$ cat src/rtl/gpio_seq_ctrl_if.sv
// AHB-Lite link between the GPIO sequencer (master) and the GPIO peripheral (slave).
interface gpio_seq_ctrl_if;
  logic [31:0] HADDR;
  logic [1:0]  HTRANS;
  logic        HWRITE;
  logic [31:0] HWDATA;
  logic        HSEL;
  logic        HREADY;
  logic [31:0] HRDATA;
  logic        PARITYERR;

  modport master (
    output HADDR, HTRANS, HWRITE, HWDATA, HSEL,
    input  HREADY, HRDATA, PARITYERR
  );

  modport slave (
    input  HADDR, HTRANS, HWRITE, HWDATA, HSEL,
    output HREADY, HRDATA, PARITYERR
  );
endinterface

$ cat src/rtl/gpio_seq_ctrl.sv
// Turns valid/ready GPIO requests into ordered AHB direction/data transfers.
// Build option GPIO_SEQ_VERIFY_EN adds a readback after every data write.
module gpio_seq_ctrl #(
  parameter logic [31:0] GPIO_DATA_ADDR = 32'h0000_0000,
  parameter logic [31:0] GPIO_DIR_ADDR  = 32'h0000_0004,
  parameter int unsigned SETTLE_CYCLES  = 0
) (
  input  logic        HCLK,
  input  logic        HRESETn,
  // A request moves on the edge where req_valid && req_ready; a response
  // retires on the edge where rsp_valid && rsp_ready and is held stable until then.
  input  logic        req_valid,
  output logic        req_ready,
  input  logic        req_write,
  input  logic [15:0] req_wdata,
  output logic        rsp_valid,
  input  logic        rsp_ready,
  output logic [16:0] rsp_rdata,
  output logic        rsp_perr,
  output logic        rsp_mismatch,
  gpio_seq_ctrl_if.master ahb,
  output logic [3:0]  dbg_state
);

  typedef enum logic [3:0] {
    S_IDLE, S_DIR_A, S_DIR_D, S_SETTLE, S_DAT_A, S_DAT_D, S_RD_A, S_RD_D, S_RESP
  } state_t;

  localparam logic [3:0] SETTLE_LOAD = (SETTLE_CYCLES == 0) ? 4'd0 : 4'(SETTLE_CYCLES - 1);

  state_t      state_q, state_d;
  logic        dir_q, wr_q;
  logic [15:0] wdata_q;
  logic [3:0]  settle_q;
  logic        req_ready_q, rsp_valid_q, rsp_perr_q;
  logic [16:0] rsp_rdata_q;
  logic [31:0] haddr_q, haddr_d, hwdata_q, hwdata_d;
  logic [1:0]  htrans_q, htrans_d;
  logic        hwrite_q, hwrite_d, hsel_q, hsel_d;
  logic        unused_hrdata;

  assign unused_hrdata = ^ahb.HRDATA[31:17];

  always_comb begin
    state_d = state_q;
    case (state_q)
      S_IDLE: if (req_valid) begin
        if (req_write != dir_q) state_d = S_DIR_A;
        else if (req_write)     state_d = S_DAT_A;
        else                    state_d = S_RD_A;
      end
      S_DIR_A:  if (ahb.HREADY) state_d = S_DIR_D;
      S_DIR_D:  if (ahb.HREADY) state_d = wr_q ? S_DAT_A : ((SETTLE_CYCLES == 0) ? S_RD_A : S_SETTLE);
      S_SETTLE: if (settle_q == 4'd0) state_d = S_RD_A;
      S_DAT_A:  if (ahb.HREADY) state_d = S_DAT_D;
`ifdef GPIO_SEQ_VERIFY_EN
      S_DAT_D:  if (ahb.HREADY) state_d = S_RD_A;
`else
      S_DAT_D:  if (ahb.HREADY) state_d = S_RESP;
`endif
      S_RD_A:   if (ahb.HREADY) state_d = S_RD_D;
      S_RD_D:   if (ahb.HREADY) state_d = S_RESP;
      S_RESP:   if (rsp_ready) state_d = S_IDLE;
      default:  state_d = S_IDLE;
    endcase
  end

  // Bus outputs are decoded from the next state so they come straight off flops.
  // Address and direction are held through the data phase; HWDATA only there.
  always_comb begin
    haddr_d  = '0;
    htrans_d = 2'b00;
    hwrite_d = 1'b0;
    hwdata_d = '0;
    hsel_d   = 1'b0;
    case (state_d)
      S_DIR_A: begin hsel_d = 1'b1; htrans_d = 2'b10; haddr_d = GPIO_DIR_ADDR; hwrite_d = 1'b1; end
      S_DIR_D: begin haddr_d = GPIO_DIR_ADDR; hwrite_d = 1'b1; hwdata_d = {31'h0, wr_q}; end
      S_DAT_A: begin hsel_d = 1'b1; htrans_d = 2'b10; haddr_d = GPIO_DATA_ADDR; hwrite_d = 1'b1; end
      S_DAT_D: begin haddr_d = GPIO_DATA_ADDR; hwrite_d = 1'b1; hwdata_d = {16'h0, wdata_q}; end
      S_RD_A:  begin hsel_d = 1'b1; htrans_d = 2'b10; haddr_d = GPIO_DATA_ADDR; end
      S_RD_D:  begin haddr_d = GPIO_DATA_ADDR; end
      default: ;
    endcase
  end

  always_ff @(posedge HCLK or negedge HRESETn) begin
    if (!HRESETn) begin
      state_q     <= S_IDLE;
      dir_q       <= 1'b0;
      wr_q        <= 1'b0;
      wdata_q     <= '0;
      settle_q    <= '0;
      req_ready_q <= 1'b1;
      rsp_valid_q <= 1'b0;
      rsp_rdata_q <= '0;
      rsp_perr_q  <= 1'b0;
      haddr_q     <= '0;
      htrans_q    <= 2'b00;
      hwrite_q    <= 1'b0;
      hwdata_q    <= '0;
      hsel_q      <= 1'b0;
    end else begin
      state_q     <= state_d;
      req_ready_q <= (state_d == S_IDLE);
      rsp_valid_q <= (state_d == S_RESP);
      haddr_q     <= haddr_d;
      htrans_q    <= htrans_d;
      hwrite_q    <= hwrite_d;
      hwdata_q    <= hwdata_d;
      hsel_q      <= hsel_d;
      if (state_q == S_IDLE && req_valid) begin
        wr_q        <= req_write;
        wdata_q     <= req_wdata;
        rsp_rdata_q <= '0;
        rsp_perr_q  <= 1'b0;
      end
      if (state_q == S_DIR_D && ahb.HREADY) begin
        dir_q    <= wr_q;
        settle_q <= SETTLE_LOAD;
      end
      if (state_q == S_SETTLE && settle_q != 4'd0) settle_q <= settle_q - 4'd1;
      if (state_q == S_RD_D && ahb.HREADY) begin
        rsp_rdata_q <= ahb.HRDATA[16:0];
        rsp_perr_q  <= ahb.PARITYERR;
      end
    end
  end

`ifdef GPIO_SEQ_VERIFY_EN
  logic rsp_mismatch_q;

  always_ff @(posedge HCLK or negedge HRESETn) begin
    if (!HRESETn) begin
      rsp_mismatch_q <= 1'b0;
    end else if (state_q == S_IDLE && req_valid) begin
      rsp_mismatch_q <= 1'b0;
    end else if (state_q == S_RD_D && ahb.HREADY && wr_q) begin
      rsp_mismatch_q <= (ahb.HRDATA[15:0] != wdata_q);
    end
  end

  assign rsp_mismatch = rsp_mismatch_q;
`else
  assign rsp_mismatch = 1'b0;
`endif

  assign req_ready  = req_ready_q;
  assign rsp_valid  = rsp_valid_q;
  assign rsp_rdata  = rsp_rdata_q;
  assign rsp_perr   = rsp_perr_q;
  assign ahb.HADDR  = haddr_q;
  assign ahb.HTRANS = htrans_q;
  assign ahb.HWRITE = hwrite_q;
  assign ahb.HWDATA = hwdata_q;
  assign ahb.HSEL   = hsel_q;
  assign dbg_state  = state_q;

endmodule
$ cat src/flat_wrapper.sv
// flat-port wrapper written by rule: the top's interface ports become plain ports
module gpio_seq_ctrl_flat 
#(
  parameter logic [31:0] GPIO_DATA_ADDR = 32'h0000_0000,
  parameter logic [31:0] GPIO_DIR_ADDR  = 32'h0000_0004,
  parameter int unsigned SETTLE_CYCLES  = 0
)
  (HCLK, HRESETn, req_valid, req_ready, req_write, req_wdata, rsp_valid, rsp_ready, rsp_rdata, rsp_perr, rsp_mismatch, dbg_state, ahb_HADDR, ahb_HTRANS, ahb_HWRITE, ahb_HWDATA, ahb_HSEL, ahb_HREADY, ahb_HRDATA, ahb_PARITYERR);
  gpio_seq_ctrl_if ahb_i ();
  input  logic HCLK;
  input  logic HRESETn;
  input  logic req_valid;
  output logic req_ready;
  input  logic req_write;
  input  logic [15:0] req_wdata;
  output logic rsp_valid;
  input  logic rsp_ready;
  output logic [16:0] rsp_rdata;
  output logic rsp_perr;
  output logic rsp_mismatch;
  output logic [3:0] dbg_state;
  output wire logic [$bits(ahb_i.HADDR)-1:0] ahb_HADDR;
  output wire logic [$bits(ahb_i.HTRANS)-1:0] ahb_HTRANS;
  output wire logic [$bits(ahb_i.HWRITE)-1:0] ahb_HWRITE;
  output wire logic [$bits(ahb_i.HWDATA)-1:0] ahb_HWDATA;
  output wire logic [$bits(ahb_i.HSEL)-1:0] ahb_HSEL;
  input wire logic [$bits(ahb_i.HREADY)-1:0] ahb_HREADY;
  input wire logic [$bits(ahb_i.HRDATA)-1:0] ahb_HRDATA;
  input wire logic [$bits(ahb_i.PARITYERR)-1:0] ahb_PARITYERR;
  assign ahb_HADDR = ahb_i.HADDR;
  assign ahb_HTRANS = ahb_i.HTRANS;
  assign ahb_HWRITE = ahb_i.HWRITE;
  assign ahb_HWDATA = ahb_i.HWDATA;
  assign ahb_HSEL = ahb_i.HSEL;
  assign ahb_i.HREADY = ahb_HREADY;
  assign ahb_i.HRDATA = ahb_HRDATA;
  assign ahb_i.PARITYERR = ahb_PARITYERR;
  gpio_seq_ctrl #(.GPIO_DATA_ADDR(GPIO_DATA_ADDR), .GPIO_DIR_ADDR(GPIO_DIR_ADDR), .SETTLE_CYCLES(SETTLE_CYCLES)) u_core (.HCLK(HCLK), .HRESETn(HRESETn), .req_valid(req_valid), .req_ready(req_ready), .req_write(req_write), .req_wdata(req_wdata), .rsp_valid(rsp_valid), .rsp_ready(rsp_ready), .rsp_rdata(rsp_rdata), .rsp_perr(rsp_perr), .rsp_mismatch(rsp_mismatch), .ahb(ahb_i), .dbg_state(dbg_state));
endmodule
$ cat config.mk
export PLATFORM = sky130hd
export DESIGN_NAME = gpio_seq_ctrl_flat
export DESIGN_NICKNAME = d
export VERILOG_FILES = /design/src/rtl/gpio_seq_ctrl_if.sv /design/src/rtl/gpio_seq_ctrl.sv /design/src/flat_wrapper.sv
export SDC_FILE = /design/constraint.sdc
export NUM_CORES = 1
export LEC_CHECK = 0
export ABC_CLOCK_PERIOD_IN_PS = 2500
export CAP_MARGIN = 0
export CORE_MARGIN = 2
export CORE_UTILIZATION = 40
export DETAILED_ROUTE_END_ITERATION = 7
export PLACE_DENSITY = 0.82
export SYNTH_ARGS = -nofsm -noshare
export SYNTH_HDL_FRONTEND = slang
export SYNTH_SLANG_ARGS = --single-unit
$ cat constraint.sdc
create_clock -name HCLK -period 2.5 [get_ports HCLK]
set_input_delay 0.5 -clock HCLK [delete_from_list [all_inputs] [get_ports HCLK]]
set_output_delay 0.5 -clock HCLK [all_outputs]
set_load 0.05 [all_outputs]
# Yosys cells after proc, flatten, opt, wreduce, memory -nomap -nowiden
# Cells that the tools add are included.
# totals
ff_bits,69
rom_bits,0
ramBits,0
input_bits,55
memories,0
elab_cells,67
out_inout_bits,93
latchBits,0
# classes
bitwise_logic,0
n_mul,0
n_lt_le_gt_ge,0
shifts,0
n_reduce_logical,14
n_div,0
muxes,23
add_sub_neg,1
n_eq_ne,15
# op_table
operator,n
$mux W4,11
$mux W17,2
$pmux W16 S2,1
$pmux W4 S8,1
$eq A4 B3 Y1 const B,7
$eq A4 B2 Y1 const B,3
$logic_not A4 Y1,3
$eq A4 B1 Y1 const B,2
$eq A4 B4 Y1 const B,2
$mux W2,3
$logic_and A1 B1 Y1,4
$mux W1,4
$reduce_bool A2 Y1,2
$reduce_bool A4 Y1,1
$reduce_or A2 Y1,2
$reduce_or A4 Y1,1
$sub A4 B1 Y4 const B,1
$mux W3,1
$reduce_or A3 Y1,1
$ne A1 B1 Y1,1

# Longest topological paths before layout
# Gate-level depths: netlist (run 1).
# depth
depth_word,7
ltp_mapped,8
ltp_nobuf,7

# Least setup slack after synthesis (run 1)
# OpenSTA, ideal clock, no wires.
# synth_timing
path_kind,reg2reg
from,"register u_core.state_q[2], in the netlist u_core.dbg_state[2]"
to,"register u_core.htrans_q[1], in the netlist u_core.ahb.HTRANS[1]"
n_path_buf,1
path_slack_ps,581
synth_period_minus_slack_ps,1919
arrival_ps,1794
t_required_ps,2375
setup_time_ps,125
path_stages_with_launch,7
cell_sequence,dfrtp_1 > nor2_2 > and3_1 > buf_6 > a211oi_4 > nor2_1 > mux2_2
# synth_via
elab_chain_cells,6
elab_cells_between_ends,24
cone_classes,11 x eq/ne; 10 x mux; 3 x reduce/logical
# synth_rtl
item,line_no,rtl
from (decl),gpio_seq_ctrl.sv:31,"state_t state_q, state_d;"
from (signal assigned),gpio_seq_ctrl.sv:104,state_q <= state_d;
$eq A4 B3 Y1,gpio_seq_ctrl.sv:46,case (state_q)
$reduce_or A2 Y1 (no line),--,
$pmux W4 S8 (*),gpio_seq_ctrl.sv:46,
$eq A4 B1 Y1 / $eq A4 B3 Y1 (equally long branches),gpio_seq_ctrl.sv:76,case (state_d)
$reduce_or A3 Y1 (no line) (*),--,
$mux W2 (*),gpio_seq_ctrl.sv:76,
to (signal assigned),gpio_seq_ctrl.sv:108,htrans_q <= htrans_d;
to (decl),gpio_seq_ctrl.sv:38,"logic [1:0] htrans_q, htrans_d;"
# Mark *: on every way between the ends. The rest lies on a longest branch, timed or not.
# A chain may end at the register's enable or synchronous reset.

# Final worst setup path (run 1)
# layout_timing
from,"register u_core.state_q[1], in the netlist u_core.dbg_state[1]"
to,output port dbg_state[1]
# layout_lines
item,line_no,rtl
to (decl),flat_wrapper.sv:21,output logic [3:0] dbg_state;
# No word-level cell between the ends.

==> qor.yml, run 1 <==
status:
  status: "completed"
floorplan:
  die_x_um: 89.50
  fp.coreArea_sq_um: 7176
  fp.dieH_um: 89.50
  ios: 148
  floorplan.initialDensity_pct: 40.75
  die_area_sq_um: 8010
  rows: 31
layout:
  drive_above_1_share_pct: 9.066
  nets: 416
  multiInputGateArea_sq_um: 1023
  fillers: 619
  diodes: 0
  final-seq-area_sq_um: 1628
  syn2layout_area_growth_pct: 33.29
setup_path:
  worstReg2RegEnd: "u_core.ahb.HWDATA[0]$_DFF_PN0_"
  crit_buf_inv: 1
  path_cells: "clkdlybuf4s50_1"
  r2r_cells: 7
  r2r_slack_ps: 570
  crit-reg2reg-launch: "u_core.settle_q[0]$_DFFE_PN0P_"
  worstPathMaxFanout: 12
  cp-start-kind: "flip-flop"
  crit_family: "buffers and inverters"
  worst_ep_arrival_time_ps: 1780
  slowest_stage: "clkdlybuf4s50_1"
  crit_required_ps: 2000
  crit_type: "reg -> out"
  worstSetupEndpointType: "output pin"
  slowest_delay_ps: 880
power:
  p_clk_share_pct: 19.0
  p_sw_share_pct: 44.67
  leakage_nw: 1.881
  power_density_nw_per_um2: 1352
  peakVddDrop_uv: 513.6
  p_seq_share_pct: 32.3
  p_comb_share_pct: 48.7
  internal-power_mw: 2.915
  p_switching_mw: 2.353
run:
  drv_cap: 0
clock_network:
  cts_root_buffer: "clkbuf_8"
  holdBufCountCts: 0
  clock_sinks: 65
  clkTransAtPathRegs_ps: 70
  cts_resized: 0
  clkLatencyLatePin_ps: 340
  cts_tree: "built"
  cts.path.max_buffers: 2
  htree_levels: 3
  cts_buffers: 9
  cts_setup_buffers: 0
timing:
  worstMarginPinSlew_ps: 820.3
  max_freq_mhz: 438.4
  fin_crit_sh_pct: 91.24
  fin_skew_ps: 6.844
  fin_setup_tns_ps: 0
  slew_headroom_pct: 45.01
  maxSlewViolCount: 0
  hold-worst-slack_ps: 28.49
  finalHoldViolCount: 0
  setup_viol: 0
  fin_crit_ps: 2281
  rsz0062_at_grt: "false"
place:
  dp_hpwl_mm: 4.195
  port_buffers: 83
  gp_congestion: 0.8487
logic_synthesis:
  synth_top_area_cell: "dfrtp_1"
  synth_top_area_share_pct: 54.77
  synth.area.top_cells: "dfrtp_1 (55%), buf_4 (13%), nand2_1 (7.4%)"
  seq_area_frac_synth_pct: 55.67
  syn_area_sq_um: 2924
  synthCells: 273
  syn_area_per_cell_sq_um: 10.71
  synthDistinctLibCells: 38
  ys_ff_latch: 65
  yosysWarnings: 0
routing:
  routed_wl_mm: 5.894
  drc: 0
  antenna_left: 0
  wire_per_inst_um: 12.73
  drtIter0Drc: 66
  vias: 2079
  drt_first_pass_iters: 4
  via_per_inst: 4.490
grt:
  grt_use_met3_pct: 4.709
  use_met2_pct: 24.04
  grt_antenna_before_repair: 0
  grt-ovfl-total: 0
  globalRouteTotalUtil_pct: 15.13
  grt_pass1_wl_mm: 8.894
  grt_max_degree: 56
  grt_pass1_vias: 1881
  busiest_layer: "met2"
  grt.met1_usage_pct: 18.16
hold_path:
  min_path_type: "in -> async"
## metal layers
| metal | routed length, um | up-vias |
|---|---|---|
| met5 | 0 | - |
| met4 | 147 | 0 |
| met3 | 544 | 13 |
| met2 | 2856 | 106 |
| met1 | 2345 | 988 |
| li1 | - | 972 |
## state kept, by name, indices dropped and copies added, names as in the netlist
| name | flops |
|---|---|
| u_core.rsp_rdata | 17 |
| u_core.ahb.HWDATA | 16 |
| u_core.wdata_q | 16 |
| u_core.dbg_state | 4 |
| u_core.settle_q | 4 |
| u_core.ahb.HADDR | 1 |
| u_core.ahb.HTRANS | 1 |
| u_core.ahb.HWRITE | 1 |
| u_core.dir_q | 1 |
| u_core.req_ready | 1 |
| u_core.rsp_perr | 1 |
| u_core.rsp_valid | 1 |
| u_core.wr_q | 1 |
## power groups by stage
stage	Sequential, mW	Combinational, mW	Clock, mW
finish	1.70	2.57	1.00
global route	1.76	2.76	1.08
CTS	1.70	2.59	1.03
detailed placement	1.72	2.57	0
global placement	1.70	2.54	0
floorplan	2.48	1.10	0
## cells in the mapped netlist
master    count
nor2_2        1
mux2_2        1
o21ai_0       8
nor3b_2       1
ha_1          2
and3_1        1
xor2_1        2
conb_1        1
o22ai_1       1
nand4_1       2
buf_2         3
or4b_1        1
buf_6         1
and4b_1       2
nor2b_1       1
nand2b_1      2
nor4_2        1
a22o_1       18
o21ai_2       1
dfrtp_1      64
dfstp_2       1
clkbuf_1      4
inv_2         1
o211a_1       1
nor2_1        6
a31o_2        2
xnor2_1       1
nand4b_1      1
nand3_1       2
buf_4        52
nor3_1        3
a21o_1        1
a32o_1        2
nor2_4        1
and2_1       16
inv_1         6
nand2_1      58
a211oi_4      1
## how the worst max path moves through the flow
stage	start	endpoint	slack (ps)	cells past startpoint
final	u_core.dbg_state[1]$_DFF_PN0_	dbg_state[1]	220	1
after global routing	u_core.dbg_state[1]$_DFF_PN0_	dbg_state[1]	160	1
after CTS	u_core.dbg_state[1]$_DFF_PN0_	dbg_state[1]	220	1
after detailed placement	ahb_HREADY	u_core.ahb.HWDATA[0]$_DFF_PN0_	250	5
after global placement	ahb_HREADY	u_core.ahb.HWDATA[8]$_DFF_PN0_	270	4
after floorplan	u_core.dbg_state[2]$_DFF_PN0_	u_core.ahb.HTRANS[1]$_DFF_PN0_	580	6
## worst reg2reg max path, cell delays in order, from the launching register on
cell and delay (ps):
dfrtp_1 400, inv_1 70, ha_1 170, nor3b_2 220, and4b_1 280, a211oi_4 350
nand2_1 130, o21ai_0 230
## cell type report
| class | count | area share [%] |
|---|---|---|
| clock buffer | 10 | 3.531 |
| clock inverter | 6 | 2.311 |
| inverter | 7 | 0.6742 |
| multi-input combinational | 189 | 26.26 |
| sequential | 65 | 41.77 |
| tap | 99 | 3.178 |
| timing repair buffer | 87 | 22.28 |
## kinds of logic after synthesis
kind of cell    count (synthesis)  share of synthesized area, %
flops                          65                         55.67
buf+inv                        67                         15.66
compound gates                 35                         9.842
simple gates                   99                         16.56
xor+xnor                        3                        0.8988
mux                             1                        0.3851
fa+ha+maj                       2                        0.8557
other cells                     1                        0.1282
## metrics by stage
step                instance area, sq um  setup WS, ps  power (mW)  cells  util (%)
finish                              3897         218.9       5.268    463     54.32
detailed placement                  3670         248.5       4.295    447     51.14
CTS                                 3897         216.3       5.321    463     54.32
global route                        3897         163.0       5.597    463     54.32
global placement                    3670         272.6       4.235    447     51.14
floorplan                           3104         581.0       3.581    321         -
## cells in the final DEF, fill, tap and decap left out, types with 2 or more instances in the layout
master,netlist,layout
a22o_1,18,18
a31o_2,2,2
a32o_1,2,2
and2_1,16,16
and4b_1,2,2
buf_4,52,3
bufinv_16,0,2
clkbuf_8,0,10
clkdlybuf4s50_1,0,82
conb_1,1,49
dfrtp_1,64,64
ha_1,2,2
inv_1,6,6
nand2_1,58,58
nand2b_1,2,2
nand3_1,2,2
nand4_1,2,2
nor2_1,6,6
nor3_1,3,2
o21ai_0,8,8
xor2_1,2,2
(Power assumes the default switching activity.)
==> inputs of run 2 (changes only) <==
--- a/config.mk
+++ b/config.mk
@@ -7,7 +7,6 @@
 export LEC_CHECK = 0
 export ABC_CLOCK_PERIOD_IN_PS = 2500
 export CAP_MARGIN = 0
-export CORE_MARGIN = 2
 export CORE_UTILIZATION = 40
 export DETAILED_ROUTE_END_ITERATION = 7
 export PLACE_DENSITY = 0.82
==> run 2 against run 1 <==
  * Fmax rose by 0.73%
  * Largest power group unchanged
  * Global-route usage up 1.0 points
  * Register-to-register slack about the same
  * Combinational power about the same
  * Critical endpoint unchanged
  * Via count is 1.3% higher
  * Sequential share of layout area grew 0.32 points
  * Critical path depth unchanged
==> qor.yml, run 2 (same netlist as run 1, synthesis figures left out) <==
routing:
  wl_met1_mm: 2.282  # -2.7%
  top_layer: "met4"
  drt_first_pass_iters: 4  # unchanged
  drc: 0  # unchanged
  wire_per_inst_um: 13.11  # +3.0%
  drtIter0Drc: 112  # +70%
  via_per_inst: 4.580  # +2.0%
  met3_length_um: 571  # +5.0%
  antenna_left: 0  # unchanged
  vias: 2107  # +1.3%
  wl_met2_mm: 3.117  # +9.1%
  routed_wl_mm: 6.032  # +2.3%
setup_path:
  r2r_cells: 7  # unchanged
  r2r_slack_ps: 560  # about the same
  slowest_stage: "clkdlybuf4s50_1"
  crit_start: "u_core.dbg_state[1]$_DFF_PN0_"
  crit_buf_inv: 1  # unchanged
  crit_type: "reg -> out"
  worstReg2RegEnd: "u_core.ahb.HTRANS[1]$_DFF_PN0_"
  worst_ep_arrival_time_ps: 1760  # -20 ps
  cp-start-kind: "flip-flop"
  crit_required_ps: 2000  # about the same
  worstPathMaxFanout: 12  # unchanged
  slowest_delay_ps: 870  # about the same
  path_cells: "clkdlybuf4s50_1"
  crit-reg2reg-launch: "u_core.settle_q[0]$_DFFE_PN0P_"
  worstSetupEndpointType: "output pin"
  crit_family: "buffers and inverters"
timing:
  fin_setup_tns_ps: 0  # unchanged
  maxSlewViolCount: 0  # unchanged
  fin_crit_sh_pct: 90.58  # -0.66 points
  rsz0062_at_grt: "false"
  fin_skew_ps: 7.684  # +0.8401 ps
  slew_headroom_pct: 38.91  # -6.1 points
  fin_crit_ps: 2265  # -16.56 ps
  worstMarginPinSlew_ps: 911.4  # +91.09 ps
  setup_viol: 0  # unchanged
  max_freq_mhz: 441.6  # +0.73%
  finalHoldViolCount: 0  # unchanged
floorplan:
  fp.dieH_um: 87.50  # -2.2%
  fp.coreArea_sq_um: 6944  # -3.2%
  die_x_um: 87.50  # -2.2%
  floorplan.initialDensity_pct: 42.11  # +1.4 points
  rows: 30  # -3.2%
  die_area_sq_um: 7656  # -4.4%
  ios: 148  # unchanged
place:
  dp_hpwl_mm: 4.453  # +6.1%
  port_buffers: 83  # unchanged
  gp_congestion: 0.8197  # -3.4%
power:
  p_seq_share_pct: 33.1  # +0.8 points
  power_density_nw_per_um2: 1336  # -1.2%
  p_switching_mw: 2.374  # +0.91%
  internal-power_mw: 2.793  # -4.2%
  p_sw_share_pct: 45.95  # +1.3 points
  peakVddDrop_uv: 476.5  # -7.2%
  p_clk_share_pct: 17.1  # -1.9 points
  leakage_nw: 1.869  # -0.67%
  p_comb_share_pct: 49.8  # +1.1 points
  p_total_mw: 5.167  # -1.9%
clock_network:
  clkTransAtPathRegs_ps: 70  # about the same
  cts_resized: 0  # unchanged
  cts.path.max_buffers: 2  # unchanged
  holdBufCountCts: 0  # unchanged
  cts_root_buffer: "clkbuf_8"
  cts_tree: "built"
  cts_setup_buffers: 0  # unchanged
  htree_levels: 3  # unchanged
  clkLatencyLatePin_ps: 340  # about the same
  clock_sinks: 65  # unchanged
  cts_buffers: 9  # unchanged
layout:
  syn2layout_area_growth_pct: 32.26
  drive_above_1_share_pct: 9.066  # unchanged
  final_common_cell: "clkdlybuf4s50_1"
  diodes: 0  # unchanged
  final_cell_mix: "clkdlybuf4s50_1 (82), dfrtp_1 (64), nand2_1 (58)"
  largest_reg_flops: 17  # unchanged
  nets: 416  # unchanged
grt:
  globalRouteTotalUtil_pct: 16.15  # +1.0 points
  grt_pass1_wl_mm: 9.183  # +3.2%
  grt_max_degree: 51  # -8.9%
  grt-ovfl-total: 0  # unchanged
  grt_pass1_vias: 1985  # +5.5%
  grt_antenna_before_repair: 0  # unchanged
run:
  drv_cap: 0  # unchanged
status:
  status: "completed"
hold_path:
  min_path_type: "in -> async"
[run 2: how the worst max path moves through the flow]
stage / end / slack, ps / cells after the start
global placement: u_core.ahb.HWDATA[0]$_DFF_PN0_ / 280 / 5
detailed placement: u_core.ahb.HWDATA[14]$_DFF_PN0_ / 220 / 4
CTS: dbg_state[0] / 220 / 1
floorplan: u_core.ahb.HTRANS[1]$_DFF_PN0_ / 580 / 6
global route: dbg_state[0] / 160 / 1
finish: dbg_state[1] / 240 / 1
[run 2: layer usage]
layer	vias to the layer above	GRT usage, %
met4	0	7.750
li1	980	-
met2	107	28.62
met5	-	0
met1	1013	17.26
met3	7	5.498
[run 2: through the flow]
| stage | cells | worst slack [ps] | util [%] | cell area (sq um) | hold slack (ps) |
|---|---|---|---|---|---|
| 5_1_grt | 460 | 158.5 | 55.69 | 3867 | 98.69 |
| 3_5_place_dp | 444 | 215.0 | 52.79 | 3666 | 447.2 |
| 6_report | 460 | 235.5 | 55.69 | 3867 | 80.00 |
| 2_1_floorplan | 321 | 581.0 | - | 3104 | 204.4 |
| 3_3_place_gp | 444 | 280.3 | 52.79 | 3666 | 433.1 |
| 4_1_cts | 460 | 219.3 | 55.69 | 3867 | 75.84 |
[run 2: area by class of cell]
type / instances / area [sq um]
fill: 611 / 3077
sequential: 65 / 1628
multi-input combinational: 189 / 1023
timing repair buffer: 87 / 868.3
clock buffer: 9 / 123.9
tap: 96 / 120.1
clock inverter: 7 / 77.57
inverter: 7 / 26.28
[run 2: power groups by stage]
stage	clock network, mW	logic [mW]	registers (mW)
6_report	0.886	2.57	1.71
3_3_place_gp	0	2.53	1.70
3_5_place_dp	0	2.59	1.73
4_1_cts	0.914	2.59	1.71
5_1_grt	0.959	2.74	1.76
2_1_floorplan	0	1.10	2.48
